$ cat src/rtl/piece_plot_pkg.sv
// Shared definitions for the Connect4 piece plotter: FSM state encoding,
// object size default, board geometry and a request range check.
package piece_plot_pkg;

  typedef enum logic [1:0] {
    IDLE  = 2'd0,
    DRAW  = 2'd1,
    FLUSH = 2'd2
  } state_e;

  localparam int OBJ_BITS_DEFAULT   = 3;
  localparam int X_ORIGIN_DEFAULT   = 20;
  localparam int Y_ORIGIN_DEFAULT   = 10;
  localparam int CELL_PITCH_DEFAULT = 10;
  localparam int NCOLS_DEFAULT      = 7;
  localparam int NROWS_DEFAULT      = 6;

  localparam logic [2:0] COLOR_BLACK = 3'b000;

  // True when (c, r) names a real board cell.
  function automatic logic cell_in_range(input logic [2:0] c, input logic [2:0] r,
                                         input int ncols, input int nrows);
    return (int'(c) < ncols) && (int'(r) < nrows);
  endfunction

endpackage

$ cat src/rtl/piece_plot_fsm_if.sv
// Request handshake, object-memory port and VGA plot stream of the piece
// plotter. The slave modport is the plotter; the master modport is the
// game controller plus memories plus VGA sink seen as one peer.
interface piece_plot_fsm_if
  import piece_plot_pkg::*;
#(
  parameter int OBJ_BITS = OBJ_BITS_DEFAULT
);
  logic                  req;
  logic [2:0]            col;
  logic [2:0]            row;
  logic                  player;
  logic                  ready;
  logic                  done;
  logic                  err;
  logic [2*OBJ_BITS-1:0] mem_addr;
  logic [2:0]            mem_q1;
  logic [2:0]            mem_q2;
  logic [7:0]            VGA_X;
  logic [6:0]            VGA_Y;
  logic [2:0]            VGA_COLOR;
  logic                  plot;

  modport master (
    output req, col, row, player, mem_q1, mem_q2,
    input  ready, done, err, mem_addr, VGA_X, VGA_Y, VGA_COLOR, plot
  );

  modport slave (
    input  req, col, row, player, mem_q1, mem_q2,
    output ready, done, err, mem_addr, VGA_X, VGA_Y, VGA_COLOR, plot
  );
endinterface

$ cat src/rtl/piece_plot_fsm_obj_scan_counter.sv
// obj_scan_counter: raster-order {yc,xc} walker over a square object.
// xc advances every enabled cycle; yc advances when xc wraps. last_o flags
// the all-ones position so the caller knows the final address is out.
module obj_scan_counter #(
  parameter int OBJ_BITS = 3
) (
  input  logic                Clock,
  input  logic                Resetn,
  input  logic                clr_i,
  input  logic                en_i,
  output logic [OBJ_BITS-1:0] xc_o,
  output logic [OBJ_BITS-1:0] yc_o,
  output logic                last_o
);

  logic [OBJ_BITS-1:0] xc_q, xc_d;
  logic [OBJ_BITS-1:0] yc_q, yc_d;

  // Next position: clear wins over enable; yc only moves on xc wrap.
  always_comb begin
    // NOTE: every always_comb output gets a default first so no path can
    // leave it unassigned and infer a latch.
    xc_d = xc_q;
    yc_d = yc_q;
    if (clr_i) begin
      xc_d = '0;
      yc_d = '0;
    end else if (en_i) begin
      xc_d = xc_q + 1'b1;
      if (&xc_q) yc_d = yc_q + 1'b1;
    end
  end

  // Position registers, synchronous active-low reset.
  always_ff @(posedge Clock) begin
    // NOTE: clocked state uses non-blocking assignments so every register
    // samples pre-edge values regardless of statement order.
    if (!Resetn) begin
      xc_q <= '0;
      yc_q <= '0;
    end else begin
      xc_q <= xc_d;
      yc_q <= yc_d;
    end
  end

  assign xc_o   = xc_q;
  assign yc_o   = yc_q;
  assign last_o = (&xc_q) & (&yc_q);

endmodule

$ cat src/rtl/piece_plot_fsm.sv
// piece_plot_fsm: accepts one board-cell draw request and streams the 8x8
// piece object to the VGA plot inputs, one pixel per cycle.
// Timing: request accepted at end of T0, address 0 in T1, plot T2..T65,
// done in T65 with the last pixel, ready again from T66.
// Build option: define PIECE_TRANSPARENT_EN to suppress plotting of black
// (3'b000) object pixels; timing and done are unaffected.
module piece_plot_fsm
  import piece_plot_pkg::*;
#(
  parameter int OBJ_BITS   = OBJ_BITS_DEFAULT,
  parameter int X_ORIGIN   = X_ORIGIN_DEFAULT,
  parameter int Y_ORIGIN   = Y_ORIGIN_DEFAULT,
  parameter int CELL_PITCH = CELL_PITCH_DEFAULT,
  parameter int NCOLS      = NCOLS_DEFAULT,
  parameter int NROWS      = NROWS_DEFAULT
) (
  input logic              Clock,
  input logic              Resetn,
  piece_plot_fsm_if.slave  bus
);

  state_e state_q, state_d;

  logic                accept, bad_req;
  logic                cnt_clr, cnt_en, last_pix;
  logic [OBJ_BITS-1:0] xc, yc;

  logic       player_q;
  logic [7:0] x0_q, x0_d, x_q;
  logic [6:0] y0_q, y0_d, y_q;
  logic       valid_q;
  logic       err_q;
  logic [2:0] color_sel;

  obj_scan_counter #(
    .OBJ_BITS (OBJ_BITS)
  ) u_scan (
    .Clock  (Clock),
    .Resetn (Resetn),
    .clr_i  (cnt_clr),
    .en_i   (cnt_en),
    .xc_o   (xc),
    .yc_o   (yc),
    .last_o (last_pix)
  );

  // Cell origin in pixels; row 0 is the bottom board row. Truncated to the
  // VGA coordinate widths, no clipping.
  always_comb begin
    x0_d = 8'(X_ORIGIN + int'(bus.col) * CELL_PITCH);
    y0_d = 7'(Y_ORIGIN + (NROWS - 1 - int'(bus.row)) * CELL_PITCH);
  end

  // Next-state and control decode.
  always_comb begin
    state_d = state_q;
    accept  = 1'b0;
    bad_req = 1'b0;
    cnt_clr = 1'b0;
    cnt_en  = 1'b0;
    unique case (state_q)
      IDLE: begin
        cnt_clr = 1'b1;
        if (bus.req) begin
          if (cell_in_range(bus.col, bus.row, NCOLS, NROWS)) begin
            accept  = 1'b1;
            state_d = DRAW;
          end else begin
            bad_req = 1'b1;
          end
        end
      end
      DRAW: begin
        cnt_en = 1'b1;
        if (last_pix) state_d = FLUSH;
      end
      FLUSH:   state_d = IDLE;
      default: state_d = IDLE;
    endcase
  end

  // State register.
  always_ff @(posedge Clock) begin
    if (!Resetn) state_q <= IDLE;
    else         state_q <= state_d;
  end

  // Request latch, err pulse and the coordinate/valid stage that lines up
  // with the one-cycle object memory read.
  always_ff @(posedge Clock) begin
    if (!Resetn) begin
      player_q <= 1'b0;
      x0_q     <= '0;
      y0_q     <= '0;
      x_q      <= '0;
      y_q      <= '0;
      valid_q  <= 1'b0;
      err_q    <= 1'b0;
    end else begin
      err_q   <= bad_req;
      valid_q <= (state_q == DRAW);
      if (accept) begin
        player_q <= bus.player;
        x0_q     <= x0_d;
        y0_q     <= y0_d;
      end
      if (state_q == DRAW) begin
        x_q <= x0_q + 8'(xc);
        y_q <= y0_q + 7'(yc);
      end
    end
  end

  // Colour comes straight from the memory selected by the latched player.
  assign color_sel = player_q ? bus.mem_q1 : bus.mem_q2;

  assign bus.mem_addr  = {yc, xc};
  assign bus.VGA_X     = x_q;
  assign bus.VGA_Y     = y_q;
  assign bus.VGA_COLOR = color_sel;
  assign bus.ready     = (state_q == IDLE);
  assign bus.done      = (state_q == FLUSH);
  assign bus.err       = err_q;

`ifdef PIECE_TRANSPARENT_EN
  assign bus.plot = valid_q && (color_sel != COLOR_BLACK);
`else
  assign bus.plot = valid_q;
`endif

endmodule

$ cat src/flat_wrapper.sv
// flat-port wrapper written by rule: the top's interface ports become plain ports
module piece_plot_fsm_flat import piece_plot_pkg::*;
#(
  parameter int OBJ_BITS   = OBJ_BITS_DEFAULT,
  parameter int X_ORIGIN   = X_ORIGIN_DEFAULT,
  parameter int Y_ORIGIN   = Y_ORIGIN_DEFAULT,
  parameter int CELL_PITCH = CELL_PITCH_DEFAULT,
  parameter int NCOLS      = NCOLS_DEFAULT,
  parameter int NROWS      = NROWS_DEFAULT
)
  (Clock, Resetn, bus_req, bus_col, bus_row, bus_player, bus_mem_q1, bus_mem_q2, bus_ready, bus_done, bus_err, bus_mem_addr, bus_VGA_X, bus_VGA_Y, bus_VGA_COLOR, bus_plot);
  piece_plot_fsm_if #(.OBJ_BITS(OBJ_BITS)) bus_i ();
  input logic Clock;
  input logic Resetn;
  input wire logic [$bits(bus_i.req)-1:0] bus_req;
  input wire logic [$bits(bus_i.col)-1:0] bus_col;
  input wire logic [$bits(bus_i.row)-1:0] bus_row;
  input wire logic [$bits(bus_i.player)-1:0] bus_player;
  input wire logic [$bits(bus_i.mem_q1)-1:0] bus_mem_q1;
  input wire logic [$bits(bus_i.mem_q2)-1:0] bus_mem_q2;
  output wire logic [$bits(bus_i.ready)-1:0] bus_ready;
  output wire logic [$bits(bus_i.done)-1:0] bus_done;
  output wire logic [$bits(bus_i.err)-1:0] bus_err;
  output wire logic [$bits(bus_i.mem_addr)-1:0] bus_mem_addr;
  output wire logic [$bits(bus_i.VGA_X)-1:0] bus_VGA_X;
  output wire logic [$bits(bus_i.VGA_Y)-1:0] bus_VGA_Y;
  output wire logic [$bits(bus_i.VGA_COLOR)-1:0] bus_VGA_COLOR;
  output wire logic [$bits(bus_i.plot)-1:0] bus_plot;
  assign bus_i.req = bus_req;
  assign bus_i.col = bus_col;
  assign bus_i.row = bus_row;
  assign bus_i.player = bus_player;
  assign bus_i.mem_q1 = bus_mem_q1;
  assign bus_i.mem_q2 = bus_mem_q2;
  assign bus_ready = bus_i.ready;
  assign bus_done = bus_i.done;
  assign bus_err = bus_i.err;
  assign bus_mem_addr = bus_i.mem_addr;
  assign bus_VGA_X = bus_i.VGA_X;
  assign bus_VGA_Y = bus_i.VGA_Y;
  assign bus_VGA_COLOR = bus_i.VGA_COLOR;
  assign bus_plot = bus_i.plot;
  piece_plot_fsm #(.OBJ_BITS(OBJ_BITS), .X_ORIGIN(X_ORIGIN), .Y_ORIGIN(Y_ORIGIN), .CELL_PITCH(CELL_PITCH), .NCOLS(NCOLS), .NROWS(NROWS)) u_core (.Clock(Clock), .Resetn(Resetn), .bus(bus_i));
endmodule
$ cat config.mk
export PLATFORM = sky130hd
export DESIGN_NAME = piece_plot_fsm_flat
export DESIGN_NICKNAME = d
export VERILOG_FILES = /design/src/rtl/piece_plot_pkg.sv /design/src/rtl/piece_plot_fsm_if.sv /design/src/rtl/piece_plot_fsm_obj_scan_counter.sv /design/src/rtl/piece_plot_fsm.sv /design/src/flat_wrapper.sv
export SDC_FILE = /design/constraint.sdc
export NUM_CORES = 1
export LEC_CHECK = 0
export BUFFER_PORTS_ARGS = -buffer_cell sky130_fd_sc_hd__clkbuf_2
export CAP_MARGIN = 15
export CORE_MARGIN = 2
export CORE_UTILIZATION = 57
export DETAILED_ROUTE_END_ITERATION = 10
export GPL_ROUTABILITY_DRIVEN = 1
export PLACE_DENSITY_LB_ADDON = 0.3
export SYNTH_ARGS = -nofsm -noshare
export SYNTH_HDL_FRONTEND = slang
export SYNTH_SLANG_ARGS = --single-unit
$ cat constraint.sdc
create_clock -name Clock -period 2.45 [get_ports Clock]
set_clock_uncertainty 0.2 [all_clocks]
set_input_delay 0.1225 -clock Clock [delete_from_list [all_inputs] [get_ports Clock]]
set_output_delay 0.1225 -clock Clock [all_outputs]
set_load 0.02 [all_outputs]
==> out/qor.csv, run 1 <==
stage,metric,value,unit
drt,TritonRoute pass-1 iters,4,
worst_hold_path,Min-Delay Endpoint,u_core.y0_q[2],
cells_and_area,layout cell share with drive strength beyond 1,23.8,%
drt,routed vias/inst,5.58,
power,combinational share of power,17.9,%
timing,relative slew slack,52.9,%
synth,Post-synth ARST share,0,%
synth,Yosys Warn Count,0,
floorplanning,die footprint,3950,um^2
synth,ys flop type,dfxtp_1,
job,maxcap violations,0,
setup_path,Worst R2R End,u_core.bus.VGA_X[5],
floorplanning,CORE AREA,3340,um^2
place,Port Buffers,43,
synth,synthesized flop and latch total,39,
worst_hold_path,Hold Path Origin,bus_row[1],
cts,Root Buffer,clkbuf_4,
drt,Routed met1 length,1920,um
cts,H-Tree Depth,2,
cells_and_area,Syn-to-layout area delta,19.6,%
synth,synthesized area,1980,um^2
synth,synth unique cells,38,
drt,met3 routed WL,186,um
timing,final hold violation count,0,
drt,Final ANT Viol Nets,0,
timing,Tightest Pin Transition,0.705,ns
setup_path,FF-to-FF setup slack,0.75,ns
setup_path,WS Path Type,in2reg,
setup_path,crit path DAT,2.03,ns
power,internal power,0.00101,W
power,fraction of power spent switching nets,27.6,%
floorplanning,die span in x,62.9,um
timing,final setup violation count,0,
power,clock group share of total power,32.1,%
setup_path,Worst Setup Start Kind,input port,
cts,CTS tree,built,
timing,Max Slew Vio Count,0,
setup_path,element type at the critical path end,register,
cts,Sink Count,39,
cts,clock latency on the worst-skew pair,0.34,ns
drt,routed wire length,4090,um
power,sequential power share,50.0,%
timing,fmax,506,MHz
synth,Post-Syn Area per Cell,9.02,um^2
cts,clock buffer depth,2,
cells_and_area,Nets,303,
synth,largest cells by area after synthesis,"dfxtp_1 (40%), ha_1 (10%), a21oi_1 (6.6%)",
power,PwrDens,592,nW/um^2
setup_path,start of the worst register-to-register path,u_core.u_scan.xc_o[1],
cts,CTS buffer count,5,
floorplanning,# rows,21,
grt,largest net degree at the start of global routing,19,
power,NetSw,0.000386,W
grt,first-pass GRT wire length,6910,um
cells_and_area,fill count,286,
drt,top layer in use,met4,
cts,register clock-pin slew on the reported worst setup and hold paths,0.12,ns
setup_path,Worst Path Max Fanout,4,
drt,DRC,0,
setup_path,Worst EP required,2.50,ns
synth,sequential fraction of the synthesis area,39.5,%
power,Overall Power,0.00140,W
worst_hold_path,hold path depth,4,
place,placed instance area,2230,um^2
place,Final HPWL DP,3040,um
worst_hold_path,Hold Crit Class,in2reg,
outcome,result of the run,"complete, no violations",
drt,routed wl met2,1940,um
cells_and_area,final instance area,2360,um^2
power,LEAKAGE,1.02,nW
floorplanning,I/O pin cnt,44,
cts,post_cts resized,0,
power,Max VDD drop,383,uV
grt,GR Util All Layers,22.0,%
grt,gr ovfl total,0,
setup_path,FF-to-FF path depth,5,
floorplanning,Starting Density,59.2,%
synth,Post-synth EDFFs,0,
drt,DR vias,1757,
timing,Tmin final,1.98,ns
cells_and_area,Antenna Cells,0,
drt,routed len/inst,13.0,um
drt,DRT iter0 DRCs,110,
grt,initial antenna violation count,0,
synth,Post-Syn Nets,254,
synth,largest area contributor in the netlist,dfxtp_1,
synth,Synth top area share,39.5,%
grt,number of global-route vias before repair,1518,
timing,post-route clock period utilization,80.7,%
synth,Mapped Cells,219,
cts,hold_buf cts,5,
place,GPL Wtd Cong,0.778,
timing,total negative setup slack,0,ns
cts,postcts setup bufs,0,
timing,RSZ-0062 raised after global routing,false,
floorplanning,Die Height,62.9,um
layout by cell type, fill, tap and decap left out, drive strengths merged, types with 2 or more instances in the layout:
cell type,synthesis,final
mux2,3,3
o21a,2,2
ha,16,16
nand2,20,20
nor2,9,9
xor2,5,5
inv,7,7
a311oi,3,3
or3,7,7
fa,3,3
dfxtp,39,39
nand2b,2,2
a211oi,5,5
mux2i,2,2
buf,6,4
o21ai,23,23
a31oi,6,6
nor2b,3,3
nor3b,2,2
clkbuf,4,49
dlygate4sd3,0,5
xnor2,5,5
nand3,11,11
a21oi,26,26
area by class of cell:
type / count / area (um^2) / share of cell area (%)
clock inverters: 2 / 35.0 / 1.48
inverters: 7 / 26.3 / 1.11
repair buffers: 52 / 295 / 12.5
flip-flops and latches: 39 / 781 / 33.0
well taps: 46 / 57.6 / 2.44
clock buffers: 6 / 51.3 / 2.17
multi-input cells: 163 / 1120 / 47.3
Yosys cell counts, types with 4 or more instances:
library cell and n:
dfxtp_1 39, nand2_1 20, or3_1 7, ha_1 16
xor2_1 5, o21ai_0 15, a21oi_1 26, nor2_1 8
nand3_1 11, a31oi_1 5, o21ai_1 8, clkbuf_1 4
xnor2_1 5, inv_1 7, a211oi_1 5, buf_2 5
metal layers:
metal | GRT usage [%] | vias up
met1 | 29.5 | 810
met3 | 5.59 | 6
met2 | 34.3 | 56
li1 | - | 885
met5 | 0 | -
met4 | 7.78 | 0
state kept, by name, summed over array words and instances, names as in the netlist:
| name | count |
|---|---|
| u_core.state_q | 2 |
| u_core.y0_q | 6 |
| u_core.player_q | 1 |
| u_core.u_scan.xc_o | 3 |
| u_core.bus.err | 1 |
| u_core.u_scan.yc_o | 3 |
| u_core.x0_q | 7 |
| u_core.bus.plot | 1 |
| u_core.bus.VGA_Y | 7 |
| u_core.bus.VGA_X | 8 |
stage by stage:
stage	util, %	cells	hold WS [ns]	setup WS (ns)
after floorplan	-	219	0.0191	0.764
after detailed placement	66.7	302	0.195	0.536
final	70.8	315	0.0900	0.472
after global placement	66.7	302	0.167	0.574
after CTS	70.8	315	0.0614	0.473
after global routing	70.8	315	0.140	0.379
worst max-delay path by stage:
stage               startpoint        endpoint  cells after the start
floorplan           bus_row[1]  u_core.y0_q[4]                      5
CTS                 bus_row[0]  u_core.y0_q[5]                      6
finish              bus_row[0]  u_core.y0_q[5]                      6
detailed placement  bus_row[1]  u_core.y0_q[5]                      6
global route        bus_row[0]  u_core.y0_q[4]                      6
global placement    bus_row[1]  u_core.y0_q[4]                      6
critical path, cell delays in order:
cell and delay, ns:
dlygate4sd3_1 0.54, clkbuf_2 0.14, fa_1 0.49, nor2b_1 0.17, or3_1 0.30, a311oi_1 0.27
power groups by stage:
stage	logic (W)	clock network, W	registers (W)
2_1_floorplan	0.000156	0	0.000728
4_1_cts	0.000249	0.000455	0.000700
3_3_place_gp	0.000237	0	0.000713
6_report	0.000250	0.000449	0.000700
5_1_grt	0.000278	0.000481	0.000706
3_5_place_dp	0.000242	0	0.000714
kinds of logic (layout without fill, tap and decap cells):
group	Yosys count	count (layout)	synth area share (%)
AO/OA/AOI/OAI	69	69	20.2
XOR/XNOR	10	10	4.43
adder cells (fa/ha/maj)	19	19	13.2
buffers and inverters	17	67	3.93
flip-flops	39	39	39.5
multiplexers	5	5	2.72
AND/OR/NAND/NOR	60	60	16.0
No activity file was read; power rests on OpenSTA's default activity.
==> run 2: changes to the inputs <==
CORE_UTILIZATION = 53   (was 57)
clock period = 2.03 ns   (was 2.45 ns; I/O delays follow)
==> run 2 against run 1 <==
Net effect:
- the run now ends with negative hold slack left
- via count fell by 2.7%
- wire length up 1.1%
- sequential share of layout area hardly changed
- sequential power up 20%
==> out/qor.csv, run 2 (synthesis gave the netlist of run 1 again) <==
stage,metric,value,unit
setup_path,highest cell delay on the worst timing path,0.53,ns
place,Final HPWL DP,3050,um
setup_path,highest-delay cell along the critical path,dlygate4sd3_1,
cells_and_area,multi-input combinational cell area,1120,um^2
grt,GR Util All Layers,21.8,%
timing,relative slew slack,55.2,%
drt,DRT iter0 DRCs,103,
setup_path,CP top delay family,adder cells,
cts,CTS tree,built,
cells_and_area,Seq. cell area,781,um^2
floorplanning,CORE AREA,3630,um^2
drt,routed len/inst,13.1,um
drt,DR vias,1709,
timing,Tmin final,1.95,ns
power,Max VDD drop,379,uV
floorplanning,die footprint,4230,um^2
cells_and_area,"commonest non-fill, non-tap cell in the layout",clkbuf_2,
timing,final setup violation count,0,
setup_path,WS Path Type,in2reg,
drt,Final ANT Viol Nets,0,
outcome,violated checks,negative hold slack,
drt,TritonRoute pass-1 iters,4,
cells_and_area,Antenna Cells,0,
drt,routed wire length,4130,um
worst_hold_path,Hold Crit Class,in2reg,
setup_path,crit path DAT,1.96,ns
floorplanning,Starting Density,54.4,%
cts,Sink Count,39,
cts,clock buffer depth,2,
grt,largest net degree at the start of global routing,28,
cells_and_area,most frequent cells in the layout,"clkbuf_2 (42), dfxtp_1 (39), a21oi_1 (26)",
drt,DRC,0,
cts,register clock-pin slew on the reported worst setup and hold paths,0.09,ns
setup_path,Worst Path Max Fanout,4,
setup_path,Worst EP required,2.04,ns
outcome,result of the run,"complete, but fails checks",
place,pre-CTS setup slack,0.140,ns
cts,CTS buffer count,5,
timing,fmax,512,MHz
grt,number of global-route vias before repair,1563,
cells_and_area,final instance area,2370,um^2
floorplanning,I/O pin cnt,44,
timing,worst hold slack,-0.0153,ns
place,GPL Wtd Cong,0.794,
floorplanning,Die Height,65.1,um
setup_path,worst path cell trace,dlygate4sd3_1 -> clkbuf_2 -> ha_1 -> ha_1 -> ha_1 -> o21ai_1 -> xor2_1 -> a211oi_1,
cells_and_area,fill count,313,
cts,clock latency on the worst-skew pair,0.30,ns
setup_path,element type at the critical path end,register,
timing,Max Slew Vio Count,0,
cts,Root Buffer,clkbuf_8,
power,LEAKAGE,1.01,nW
setup_path,"most used cell, CP",ha_1,
grt,first-pass GRT wire length,7010,um
setup_path,WP buf/inv,2,
cts,H-Tree Depth,2,
cells_and_area,number of flip-flops in the largest register,8,
floorplanning,# rows,22,
timing,final worst slack,0.0766,ns
setup_path,Worst Setup Start Kind,input port,
job,maxcap violations,0,
place,placed instance area,2240,um^2
timing,RSZ-0062 raised after global routing,false,
cells_and_area,Nets,302,
drt,routed vias/inst,5.41,
grt,initial antenna violation count,0,
setup_path,FF-to-FF setup slack,0.34,ns
timing,final hold violation count,2,
timing,total negative setup slack,0,ns
timing,Tightest Pin Transition,0.665,ns
power,Overall Power,0.00167,W
place,Port Buffers,43,
power,PwrDens,705,nW/um^2
timing,post-route clock period utilization,96.2,%
cells_and_area,Syn-to-layout area delta,19.8,%
cells_and_area,layout cell share with drive strength beyond 1,24.3,%
floorplanning,die span in x,65.1,um
grt,gr ovfl total,0,
cts,postcts setup bufs,0,
-- run 2: cell count changes in the layout (fill, tap and decap cells not counted) --
cell,previous run,this run
dlymetal6s4s_1,0,1
clkbuf_4,5,0
bufinv_16,1,0
dlygate4sd3_1,5,3
clkinvlp_4,0,2
fa_1,3,2
clkbuf_2,43,42
clkbuf_8,1,5
o21ai_0,15,14
o21ai_1,8,9
fa_2,0,1
buf_4,4,5
-- run 2: final cells by class --
class	instances	share of cell area [%]
flip-flops and latches	39	33.0
repair buffers	51	12.3
inverters	7	1.11
multi-input cells	163	47.3
clock inverters	3	0.846
clock buffers	5	2.91
well taps	48	2.54
-- run 2: layer usage --
metal	track usage, %	vias up	wire, um
li1	-	881	-
met3	5.56	8	179
met1	26.9	776	1910
met5	0	-	0
met2	35.8	44	1930
met4	9.38	0	103
-- run 2: repair_timing --
action | 4_1_cts | 5_1_grt
endpoints found under the setup margin | 0 | 3
gates resized for setup | 0 | 3
hold endpoints to repair | 4 | 0
hold buffers | 4 | 0
-- run 2: report_power, final --
part           internal (W)  switching [W]  total [W]
sequential         0.000808      0.0000341   0.000842
clock              0.000239       0.000283   0.000522
combinational      0.000125       0.000178   0.000302
-- run 2: final timing paths --
kind,from,endpoint,cells after the start
setup / recovery,bus_col[0],u_core.x0_q[6],8
hold / removal,Resetn,u_core.state_q[0],2
setup reg to reg,u_core.u_scan.yc_o[1],u_core.bus.VGA_Y[5],5
hold reg to reg,u_core.bus.VGA_Y[0],u_core.bus.VGA_Y[0],2
-- run 2: through the flow --
step,cells,utilization [%]
CTS,317,65.1
global placement,305,61.6
finish,316,65.1
floorplan,219,-
detailed placement,305,61.6
global route,316,65.1
==> run 3: changes to the inputs <==
CTS_CLUSTER_DIAMETER = 80   (was unset)
GPL_TIMING_DRIVEN = 0   (was unset)
PLACE_DENSITY = 0.74   (was unset)
PLACE_DENSITY_LB_ADDON = unset   (was 0.3)
==> run 3 against run 2 <==
Net effect:
- the flow now finishes without violations
- critical path type unchanged
- power up 3.5%
- sequential share of layout area fell by 0.53 points
- global-route usage is 0.29 points lower
- die area stayed put
- final cell count rose by 2.2%
- critical endpoint unchanged
- critical path depth unchanged
- worst setup slack better by 0.038 ns
- non-clock buffer count rose by 7
- hold slack improved by 0.097 ns
==> out/qor.csv, run 3 (synthesis gave the netlist of run 1 again) <==
stage,metric,value,unit
outcome,result of the run,"complete, no violations",
setup_path,Worst Path Max Fanout,4,
floorplanning,die footprint,4230,um^2
setup_path,crit path DAT,1.92,ns
grt,gr ovfl total,0,
cells_and_area,"non-filler cells, final",323,
drt,TritonRoute pass-1 iters,6,
drt,routed len/inst,12.8,um
grt,first-pass GRT wire length,6900,um
cts,register clock-pin slew on the reported worst setup and hold paths,0.07,ns
cells_and_area,Final Core Density,66.2,%
drt,Final ANT Viol Nets,0,
cts,H-Tree Depth,2,
drt,routed wire length,4120,um
cells_and_area,Antenna Cells,0,
cells_and_area,fill count,329,
cts,clock buffer depth,2,
setup_path,CP top delay family,adder cells,
setup_path,Worst Setup Start Kind,input port,
timing,Tightest Pin Transition,0.686,ns
timing,relative slew slack,53.8,%
setup_path,WS Path Type,in2reg,
power,sequential power share,48.9,%
timing,RSZ-0062 raised after global routing,false,
cells_and_area,multi-input combinational cell area,1120,um^2
place,Final HPWL DP,3120,um
power,LEAKAGE,1.03,nW
drt,DR vias,1721,
place,total placed cells including tap cells,310,
cells_and_area,layout cell share with drive strength beyond 1,24.0,%
power,PwrDens,717,nW/um^2
timing,fmax,522,MHz
drt,routed vias/inst,5.33,
timing,Max Slew Vio Count,0,
cts,clock latency on the worst-skew pair,0.29,ns
floorplanning,I/O pin cnt,44,
cells_and_area,number of flip-flops in the largest register,8,
power,fraction of power spent switching nets,27.9,%
setup_path,Critical path origin,bus_col[0],
floorplanning,Die Height,65.1,um
floorplanning,CORE AREA,3630,um^2
timing,post-route clock period utilization,94.4,%
worst_hold_path,Hold Crit Class,in2reg,
setup_path,WP buf/inv,2,
timing,final hold violation count,0,
grt,GR Util All Layers,21.5,%
setup_path,"most used cell, CP",ha_1,
setup_path,highest-delay cell along the critical path,dlygate4sd3_1,
cells_and_area,most frequent cells in the layout,"clkbuf_2 (43), dfxtp_1 (39), a21oi_1 (26)",
place,pre-CTS setup slack,0.0461,ns
power,internal power,0.00124,W
cells_and_area,Nets,309,
worst_hold_path,Hold Path Origin,bus_row[0],
floorplanning,die span in x,65.1,um
power,NetSw,0.000481,W
drt,DRT iter0 DRCs,124,
drt,DRC,0,
power,clock group share of total power,33.3,%
setup_path,worst path cell trace,dlygate4sd3_1 -> clkbuf_2 -> ha_1 -> ha_1 -> ha_1 -> o21ai_1 -> xor2_1 -> a211oi_1,
setup_path,element type at the critical path end,register,
floorplanning,Starting Density,54.4,%
cells_and_area,Syn-to-layout area delta,21.7,%
grt,number of global-route vias before repair,1549,
timing,final worst slack,0.114,ns
job,maxcap violations,0,
setup_path,start of the worst register-to-register path,u_core.u_scan.yc_o[1],
timing,final setup violation count,0,
timing,Tmin final,1.92,ns
cts,CTS buffer count,5,
setup_path,highest cell delay on the worst timing path,0.53,ns
grt,largest net degree at the start of global routing,13,
cells_and_area,Seq. cell area,781,um^2
cells_and_area,"commonest non-fill, non-tap cell in the layout",clkbuf_2,
cts,postcts setup bufs,0,
timing,total negative setup slack,0,ns
place,Port Buffers,43,
grt,initial antenna violation count,0,
power,combinational share of power,17.8,%
place,GPL Wtd Cong,0.812,
power,Max VDD drop,276,uV
cts,CTS tree,built,
cts,Sink Count,39,
setup_path,Worst EP required,2.04,ns
floorplanning,# rows,22,
cts,Root Buffer,clkbuf_8,
==> run 3: changes by cell type in the layout (fill, tap and decap cells not counted), sizes merged <==
cell          delta
clkbuf           +7
dlygate4sd3      +2
buf              +1
clkinv           -1
clkinvlp         -1
dlymetal6s4s     -1
==> run 3: path summary, 6_finish.rpt <==
check / end / slack, ns / depth (start not counted)
max reg2reg: u_core.bus.VGA_Y[5] / 0.35 / 5
min reg2reg: u_core.bus.VGA_X[2] / 0.26 / 2
max: u_core.x0_q[6] / 0.11 / 8
min: u_core.y0_q[6] / 0.08 / 4
==> run 3: metal layers <==
| metal | global-route usage, % | share of wire [%] |
|---|---|---|
| met5 | 0 | 0 |
| met4 | 9.90 | 2.2 |
| met3 | 4.69 | 4.8 |
| met2 | 35.4 | 47 |
| met1 | 26.7 | 46 |
==> run 3: area by class of cell <==
| type | count | share of cell area (%) |
|---|---|---|
| multi-input cells | 163 | 46.5 |
| flip-flops and latches | 39 | 32.5 |
| repair buffers | 48 | 11.0 |
| clock buffers | 7 | 4.01 |
| well taps | 48 | 2.50 |
| plain buffers | 10 | 2.13 |
| inverters | 7 | 1.09 |
| clock inverters | 1 | 0.312 |
==> run 3: stage by stage <==
stage          hold slack, ns  instance area (um^2)  total power, W
2_1_floorplan        -0.00189                  1980         0.00107
6_report               0.0813                  2400         0.00172
3_3_place_gp            0.150                  2250         0.00116
3_5_place_dp            0.175                  2250         0.00116
4_1_cts                0.0854                  2400         0.00174
5_1_grt                 0.108                  2400         0.00181
==> run 3: power by group through the flow <==
stage | registers, W | clock network, W | logic, W
4_1_cts | 0.000844 | 0.000584 | 0.000308
3_5_place_dp | 0.000861 | 0 | 0.000299
6_report | 0.000843 | 0.000575 | 0.000307
5_1_grt | 0.000850 | 0.000620 | 0.000343
3_3_place_gp | 0.000859 | 0 | 0.000296
2_1_floorplan | 0.000878 | 0 | 0.000189
==> run 3: repair_timing <==
action                                 in CTS  in global routing
endpoints found under the hold margin       7                  0
gates resized for setup                     0                  1
hold buffers                                5                  0
setup endpoints to repair                   0                  1
==> run 3: worst min-delay path, delay by kind of cell <==
kind,cells,cell delay (ns)
AOI/OAI and AO/OA,2,0.22
buffers and inverters,1,0.12
and+or+nand+nor,1,0.07
